==> config.mk <==
export PLATFORM = sky130hd
export DESIGN_NAME = bp_network_serializer_flat
export DESIGN_NICKNAME = d
export VERILOG_FILES = /design/src/rtl/bp_network_serializer_if.sv /design/src/rtl/bp_network_serializer.sv /design/src/flat_wrapper.sv
export SDC_FILE = /design/constraint.sdc
export NUM_CORES = 1
export LEC_CHECK = 0
export ABC_AREA = 0
export CORE_UTILIZATION = 53
export DETAILED_ROUTE_END_ITERATION = 12
export HOLD_SLACK_MARGIN = 0.02
export PLACE_DENSITY = 0.84
export SLEW_MARGIN = 20
export SYNTH_ARGS = -nofsm -noshare
export SYNTH_HDL_FRONTEND = slang
export SYNTH_SLANG_ARGS = --single-unit
==> constraint.sdc <==
create_clock -name clk_i -period 2.7 [get_ports clk_i]
set_input_delay 0.27 -clock clk_i [delete_from_list [all_inputs] [get_ports clk_i]]
set_output_delay 0.27 -clock clk_i [all_outputs]
set_load 0.01 [all_outputs]
==> src/rtl/bp_network_serializer_if.sv <==
// Ready/valid bundle for bp_network_serializer: message-side inputs plus flit-side outputs.
// The master modport is the serializer's view and the slave modport is the surrounding logic's view.
interface bp_network_serializer_if #(
  parameter int unsigned source_data_width_p = 70,
  parameter int unsigned dest_id_width_p     = 2,
  parameter int unsigned flit_width_p        = 36
);
  logic                           v_i;
  logic                           ready_o;
  logic [source_data_width_p-1:0] data_i;
  logic [dest_id_width_p-1:0]     dest_id_i;
  logic                           v_o;
  logic [flit_width_p-1:0]        data_o;
  logic                           ready_i;

  modport master (
    input  v_i, data_i, dest_id_i, ready_i,
    output ready_o, v_o, data_o
  );

  modport slave (
    output v_i, data_i, dest_id_i, ready_i,
    input  ready_o, v_o, data_o
  );
endinterface

==> src/rtl/bp_network_serializer.sv <==
// Splits one wide message into header-tagged flits, lowest slice first.
// Define BP_NETWORK_SERIALIZER_PIPELINE_EN to accept a new message on the last flit's handshake.
module bp_network_serializer #(
  parameter int unsigned num_dest_p          = 4,
  parameter int unsigned num_src_p           = 4,
  parameter int unsigned src_id_p            = 2,
  parameter int unsigned source_data_width_p = 70,
  parameter int unsigned packet_data_width_p = 32
) (
  input  logic                    clk_i,
  input  logic                    reset_i,
  bp_network_serializer_if.master io
);

  function automatic int unsigned safe_clog2(input int unsigned x);
    return (x <= 32'd1) ? 32'd1 : 32'($clog2(x));
  endfunction

  localparam int unsigned dest_id_width_lp = safe_clog2(num_dest_p);
  localparam int unsigned src_id_width_lp  = safe_clog2(num_src_p);
  localparam int unsigned num_packets_lp   =
    (source_data_width_p + packet_data_width_p - 1) / packet_data_width_p;
  localparam int unsigned padded_width_lp  = num_packets_lp * packet_data_width_p;
  localparam int unsigned cnt_width_lp     = safe_clog2(num_packets_lp);

  localparam logic [src_id_width_lp-1:0] src_id_lp   = src_id_width_lp'(src_id_p);
  localparam logic [cnt_width_lp-1:0]    last_cnt_lp = cnt_width_lp'(num_packets_lp - 1);

  typedef enum logic {
    eIdle,
    eSend
  } state_e;

  state_e                      state_r;
  logic [padded_width_lp-1:0]  msg_r;
  logic [dest_id_width_lp-1:0] dest_r;
  logic [cnt_width_lp-1:0]     count_r;
  logic                        last_flit;
  logic                        accept;

  assign last_flit = (count_r == last_cnt_lp);

`ifdef BP_NETWORK_SERIALIZER_PIPELINE_EN
  assign io.ready_o = ~reset_i & ((state_r == eIdle)
                                  | ((state_r == eSend) & last_flit & io.ready_i));
`else
  assign io.ready_o = ~reset_i & (state_r == eIdle);
`endif

  assign accept = io.v_i & io.ready_o;

  // The buffer shifts down on each handshake, so the current slice always sits in the low bits.
  assign io.v_o    = (state_r == eSend);
  assign io.data_o = {dest_r, src_id_lp, msg_r[packet_data_width_p-1:0]};

  always_ff @(posedge clk_i) begin
    if (reset_i) begin
      state_r <= eIdle;
      count_r <= '0;
      msg_r   <= '0;
      dest_r  <= '0;
    end else begin
      case (state_r)
        eIdle: begin
          if (accept) begin
            msg_r   <= padded_width_lp'(io.data_i);
            dest_r  <= io.dest_id_i;
            count_r <= '0;
            state_r <= eSend;
          end
        end
        eSend: begin
          if (io.ready_i) begin
            if (last_flit) begin
              // accept can only be high here in the pipelined build
              if (accept) begin
                msg_r   <= padded_width_lp'(io.data_i);
                dest_r  <= io.dest_id_i;
                count_r <= '0;
              end else begin
                state_r <= eIdle;
              end
            end else begin
              count_r <= count_r + 1'b1;
              msg_r   <= msg_r >> packet_data_width_p;
            end
          end
        end
        default: state_r <= eIdle;
      endcase
    end
  end

endmodule

==> src/flat_wrapper.sv <==
// flat-port wrapper written by rule: the top's interface ports become plain ports
module bp_network_serializer_flat 
#(
  parameter int unsigned num_dest_p          = 4,
  parameter int unsigned num_src_p           = 4,
  parameter int unsigned src_id_p            = 2,
  parameter int unsigned source_data_width_p = 70,
  parameter int unsigned packet_data_width_p = 32
)
  (clk_i, reset_i, io_v_i, io_data_i, io_dest_id_i, io_ready_i, io_ready_o, io_v_o, io_data_o);
  bp_network_serializer_if #(.source_data_width_p(source_data_width_p)) io_i ();
  input  logic clk_i;
  input  logic reset_i;
  input wire logic [$bits(io_i.v_i)-1:0] io_v_i;
  input wire logic [$bits(io_i.data_i)-1:0] io_data_i;
  input wire logic [$bits(io_i.dest_id_i)-1:0] io_dest_id_i;
  input wire logic [$bits(io_i.ready_i)-1:0] io_ready_i;
  output wire logic [$bits(io_i.ready_o)-1:0] io_ready_o;
  output wire logic [$bits(io_i.v_o)-1:0] io_v_o;
  output wire logic [$bits(io_i.data_o)-1:0] io_data_o;
  assign io_i.v_i = io_v_i;
  assign io_i.data_i = io_data_i;
  assign io_i.dest_id_i = io_dest_id_i;
  assign io_i.ready_i = io_ready_i;
  assign io_ready_o = io_i.ready_o;
  assign io_v_o = io_i.v_o;
  assign io_data_o = io_i.data_o;
  bp_network_serializer #(.num_dest_p(num_dest_p), .num_src_p(num_src_p), .src_id_p(src_id_p), .source_data_width_p(source_data_width_p), .packet_data_width_p(packet_data_width_p)) u_core (.clk_i(clk_i), .reset_i(reset_i), .io(io_i));
endmodule
==> results of run 1 <==
==> synth_stat cells (all sizes together) <==
cell / n
nor2: 72
nor2b: 1
inv: 3
dfxtp: 101
a31oi: 3
a21oi: 65
nand2b: 2
a22oi: 6
and2: 24
conb: 2
a211oi: 64
clkbuf: 24
nor4: 3
nor3: 2
buf: 50
or3b: 1
or3: 1
o21ai: 9
and2b: 1
nor3b: 1
nand2: 72
==> sequential cells by signal (all words and copies together), names as in the netlist <==
register	flops
u_core.count_r	2
u_core.io.v_o	1
u_core.dest_r	2
u_core.msg_r	96
==> critical path: stages, from the launching register on <==
cell,delay [ns]
dfxtp_1,0.70
and2_2,0.63
buf_12,0.25
a21oi_1,0.10
a211oi_1,0.25
==> metrics by stage <==
stage	power (W)	cells	area (µm²)	utilization, %
final	0.00338	676	5590	67.7
after global routing	0.00356	676	5590	67.7
after CTS	0.00341	676	5590	67.7
after detailed placement	0.00249	660	5400	65.4
after global placement	0.00246	660	5400	65.4
after floorplan	0.00226	507	4550	-
==> cells by family (layout without fill, tap and decap cells) <==
group                  Yosys count  after routing
and+or+nand+nor                180            180
AOI/OAI and AO/OA              147            147
DFF                            101            101
buffers and inverters           77            141
other                            2              2
==> layout make-up <==
type	instances	share of cell area, %
clock inverter	5	1.10
multi-input combinational	329	36.3
inverter	3	0.201
sequential	101	36.2
tap	105	2.35
timing repair buffer	122	21.5
clock buffer	11	2.35
==> worst paths after layout <==
path	from	end	slack, ns	cells after the start
min reg2reg	u_core.msg_r[93]	u_core.msg_r[93]	0.45	2
max	u_core.io.v_o	u_core.msg_r[2]	0.66	4
max reg2reg	u_core.io.v_o	u_core.msg_r[2]	0.66	4
min	u_core.msg_r[93]	u_core.msg_r[93]	0.45	2
==> routing by layer <==
metal / vias up / wire length [µm] / share of wire (%) / track usage, %
met5: - / 0 / 0 / 0
met4: 0 / 134 / 1.4 / 6.44
met3: 13 / 400 / 4.2 / 3.62
met2: 89 / 4710 / 49 / 37.6
met1: 1698 / 4340 / 45 / 28.5
li1: 1807 / - / - / -
==> report_power, final <==
part	switching [W]	internal, W
Clock	0.000494	0.000431
Combinational	0.000413	0.000372
Sequential	0.0000653	0.00160
Total	0.000972	0.00240
==> impl_metrics.toml, run 1 <==
[setup_path]
endpoint_kind = "register"
worst-setup-path-type = "register to register"
startpoint_type = "register"
crit_required_ns = 2.96
worst-path-max-fanout = 30
critPathArrivalTime_ns = 2.30

[sta]
period_minus_slack_ns = 2.04
slew_viol_final = 0
hold_viol_final = 0
setup_ws_ns = 0.658
max_freq_mhz = 490
tns_ns = 0
setup_viol = 0
hold_ws_ns = 0.445
fin_crit_sh_pct = 75.6
worst_slew_margin_rel_pct = 58.2
rsz0062_at_grt = "no"
tightestPinTransition_ns = 0.628
worst_clock_skew_ns = 0.00853

[synth]
synthesis.nets = 583
synth_mux_area_share_pct = 0
synthCells = 507
netlist_area_um2 = 4550
yosysWarnings = 0
synthDistinctLibCells = 28
synth_fa_ha_area_share_pct = 0
synth-simple-area-share_pct = 17.0
synth_top_family_by_area = "compound AO/OA/AOI/OAI gates"
synth_top_area_share_pct = 44.4
ys_ff_latch = 101
synth_top_cell_by_area = "dfxtp_1"
synth_xor_area_share_pct = 0
syn_avg_cell_area_um2 = 8.98
yosysSeqAreaShare_pct = 44.4
synth_area_leaders = "dfxtp_1 (44%), a211oi_2 (16%), a21oi_1 (7.1%), nand2_1 (5.9%), nor2_1 (5.9%)"
synth_compound_area_share_pct = 27.1

[route]
drt-initial-drc-count = 105
vias = 3607
drt-wirelength-per-cell_um = 14.2
firstDrtPassIters = 4
vias_per_cell = 5.34
ant_nets = 0
wl_mm = 9.59
drc_errors = 0

[floorplanning]
ios = 114
chipHeight_um = 94.7
rows = 33
initial_utilization_pct = 55.1
die_w_um = 94.7
die_area_um2 = 8960
core-area_um2 = 8260

[clocking]
cts_tree = "done"
clk_latency_ns = 0.35
clkSinkCount = 101
path_clk_slew_ns = 0.09
cts_hold_buf = 0
cts_setup_buffers = 0
numCtsBuffers = 9
cts-root-buf = "clkbuf_8"
cts_resized = 0
clockBufferDepth = 2
htreeDepth = 3

[finish]
seq_area_um2 = 2020
multiInputGateArea_um2 = 2030
num_antenna_cells = 0
fillers = 676
final_common_cell = "clkdlybuf4s50_1"
finalNetCount = 642
syn_to_final_growth_pct = 22.8
final_cell_mix = "clkdlybuf4s50_1 (110), dfxtp_1 (101), nor2_1 (72), nand2_1 (71), a21oi_1 (65)"
final_layout_size_suffix_gt1_share_pct = 16.1

[global_route]
grt_pass1_vias = 3425
grt_max_degree = 45
antenna_found_initial = 0
overflow = 0
grt_usage_pct = 22.0
grt_first_pass_wirelength_mm = 15.7

[run_status]
status = "finished, final reports clean"

[place]
port_buffers = 111
dpl.hpwl_mm = 6.53
dpl_worst_slack_ns = 0.526
gp_congestion = 0.762

[run]
maxCapViolations = 0

[worst_hold_path]
hold_class = "register to register"

[pwr]
p_leak_nw = 2.10
irDropWorstVdd_mv = 0.391
p_per_area_nw_per_um2 = 604
No activity file was read; power rests on OpenSTA's default activity.
==> run 2: changes to the inputs <==
--- a/config.mk
+++ b/config.mk
@@ -6,10 +6,10 @@
 export NUM_CORES = 1
 export LEC_CHECK = 0
 export ABC_AREA = 0
-export CORE_UTILIZATION = 53
+export CORE_UTILIZATION = 44
 export DETAILED_ROUTE_END_ITERATION = 12
 export HOLD_SLACK_MARGIN = 0.02
-export PLACE_DENSITY = 0.84
+export PLACE_DENSITY = 0.75
 export SLEW_MARGIN = 20
 export SYNTH_ARGS = -nofsm -noshare
 export SYNTH_HDL_FRONTEND = slang
==> constraint.sdc (replaced) <==
create_clock -name clk_i -period 1.86 [get_ports clk_i]
set_input_delay 0.186 -clock clk_i [delete_from_list [all_inputs] [get_ports clk_i]]
set_output_delay 0.186 -clock clk_i [all_outputs]
set_load 0.01 [all_outputs]
==> run 2 against run 1 <==
Compared with the run above:
- count of clock-buffer cells in the layout stayed put
- die area is 20% higher
- sequential power is 44% higher
- hold slack worse by 0.28 ns
- combinational power is 53% higher
- non-clock buffer count is 8 higher
- design area is 2.7% higher
- clock skew hardly changed
- setup slack worse by 0.53 ns
- sequential share of layout area is 0.94 points lower
==> impl_metrics.toml, run 2 (synthesized netlist as in run 1, its figures left out) <==
[run_status]
status = "finished, final reports clean"

[setup_path]
critPathArrivalTime_ns = 1.55
worst-path-max-fanout = 12
r2r_start = "u_core.io.v_o"
startpoint_type = "register"
crit_required_ns = 1.67
cp-startpoint = "u_core.io.v_o"
endpoint = "io_ready_o"
endpoint_kind = "output port"
r2r_end = "u_core.msg_r[19]"
r2r_slack_ns = 0.24
worst-setup-path-type = "register to output port"
rr_worst_depth = 6

[place]
dpl.hpwl_mm = 6.67
port_buffers = 111
dpl-instance-area_um2 = 5570
dp.cells = 696
gp_congestion = 0.788

[finish]
final_common_cell = "clkdlybuf4s50_1"
largest_register = "u_core.msg_r"
largest_register_ffs = 96
finalNetCount = 650
final_layout_size_suffix_gt1_share_pct = 17.4
fillers = 879
syn_to_final_growth_pct = 26.2
fin_area_um2 = 5740
num_antenna_cells = 0
final_cell_mix = "clkdlybuf4s50_1 (110), dfxtp_1 (100), nor2_1 (72), nand2_1 (71), a21oi_1 (65)"
fin_cells = 712
reg_top3 = "u_core.msg_r (96), u_core.count_r (2), u_core.dest_r (2)"

[floorplanning]
chipHeight_um = 104
initial_utilization_pct = 45.9
die_w_um = 104
ios = 114
rows = 36
die_area_um2 = 10800
core-area_um2 = 9910

[clocking]
cts-root-buf = "clkbuf_8"
path_clk_slew_ns = 0.10
clockBufferDepth = 2
htreeDepth = 3
clkSinkCount = 101
cts_hold_buf = 0
cts_tree = "done"
numCtsBuffers = 9
clk_latency_ns = 0.35

[pwr]
p_per_area_nw_per_um2 = 845
p_leak_nw = 2.16
irDropWorstVdd_mv = 0.443

[global_route]
grt_first_pass_wirelength_mm = 16.6
overflow = 0
grt_pass1_vias = 3745
grt_usage_pct = 18.6
antenna_found_initial = 0
grt_max_degree = 52

[sta]
hold_viol_final = 0
max_freq_mhz = 577
tightestPinTransition_ns = 0.816
worst_slew_margin_rel_pct = 45.6
period_minus_slack_ns = 1.73
setup_viol = 0
hold_ws_ns = 0.167
worst_clock_skew_ns = 0.00837
rsz0062_at_grt = "no"
fin_crit_sh_pct = 93.3
slew_viol_final = 0

[route]
drt-initial-drc-count = 107
vias_per_cell = 5.08
vias = 3619
drc_errors = 0
wl_mm = 9.81
firstDrtPassIters = 4
ant_nets = 0
drt-wirelength-per-cell_um = 13.8

[worst_hold_path]
hold_class = "input pin to register"

[run]
maxCapViolations = 0
## run 2: worst min-delay path by stage
| stage | end | slack (ns) | cells past startpoint | from |
|---|---|---|---|---|
| 2_1_floorplan | u_core.dest_r[0] | 0.32 | 2 | io_dest_id_i[0] |
| 3_3_place_gp | u_core.msg_r[95] | 0.43 | 2 | u_core.msg_r[95] |
| 6_report | u_core.msg_r[30] | 0.17 | 2 | reset_i |
| 3_5_place_dp | u_core.msg_r[93] | 0.43 | 2 | u_core.msg_r[93] |
| 4_1_cts | u_core.msg_r[30] | 0.15 | 2 | reset_i |
| 5_1_grt | u_core.msg_r[30] | 0.16 | 2 | reset_i |
## run 2: cell type report
cell class | count | area (µm²) | area share (%)
Clock inverter | 5 | 36.3 | 0.632
Tap cell | 133 | 166 | 2.90
Timing Repair Buffer | 130 | 1340 | 23.3
Sequential cell | 101 | 2020 | 35.2
Clock buffer | 11 | 131 | 2.29
Multi-Input combinational cell | 329 | 2040 | 35.5
Inverter | 3 | 11.3 | 0.196
## run 2: worst max-delay path, stage by stage (launching register included)
cell	delay (ns)
dfxtp_2	0.40
buf_4	0.17
nor2_1	0.09
clkdlybuf4s50_1	0.54
## run 2: metal layers
layer / track usage (%) / wire, µm / part of all wire (%)
met1: 22.3 / 4540 / 46
met2: 33.2 / 4740 / 48
met3: 3.27 / 408 / 4.2
met4: 6.63 / 113 / 1.2
met5: 0 / 0 / 0
## run 2: repair_timing
action,in CTS,in global routing
resized for setup,2,0
buffers inserted,0,0
endpoints found under the setup margin,25,0
## run 2: where the power goes
group          switching, W  internal (W)  leakage [nW]
Sequential        0.0000903       0.00232         0.828
Combinational      0.000613      0.000591          1.26
Clock              0.000746      0.000491        0.0760
## run 2: metrics by stage
step	util, %	setup TNS [ns]	total power, W	setup slack [ns]
2_1_floorplan	-	0	0.00329	0.247
3_3_place_gp	56.2	-0.123	0.00364	-0.00650
3_5_place_dp	56.2	-2.78	0.00367	-0.131
4_1_cts	58.0	0	0.00490	0.100
5_1_grt	58.0	0	0.00511	0.0533
6_report	58.0	0	0.00486	0.125
==> run 3: changes to the inputs <==
--- a/config.mk
+++ b/config.mk
@@ -10,6 +10,7 @@
 export DETAILED_ROUTE_END_ITERATION = 12
 export HOLD_SLACK_MARGIN = 0.02
 export PLACE_DENSITY = 0.75
+export SKIP_LAST_GASP = 1
 export SLEW_MARGIN = 20
 export SYNTH_ARGS = -nofsm -noshare
 export SYNTH_HDL_FRONTEND = slang
==> results of run 3 <==
Same layout as run 2: the final DEF is identical, and so are final timing and power.
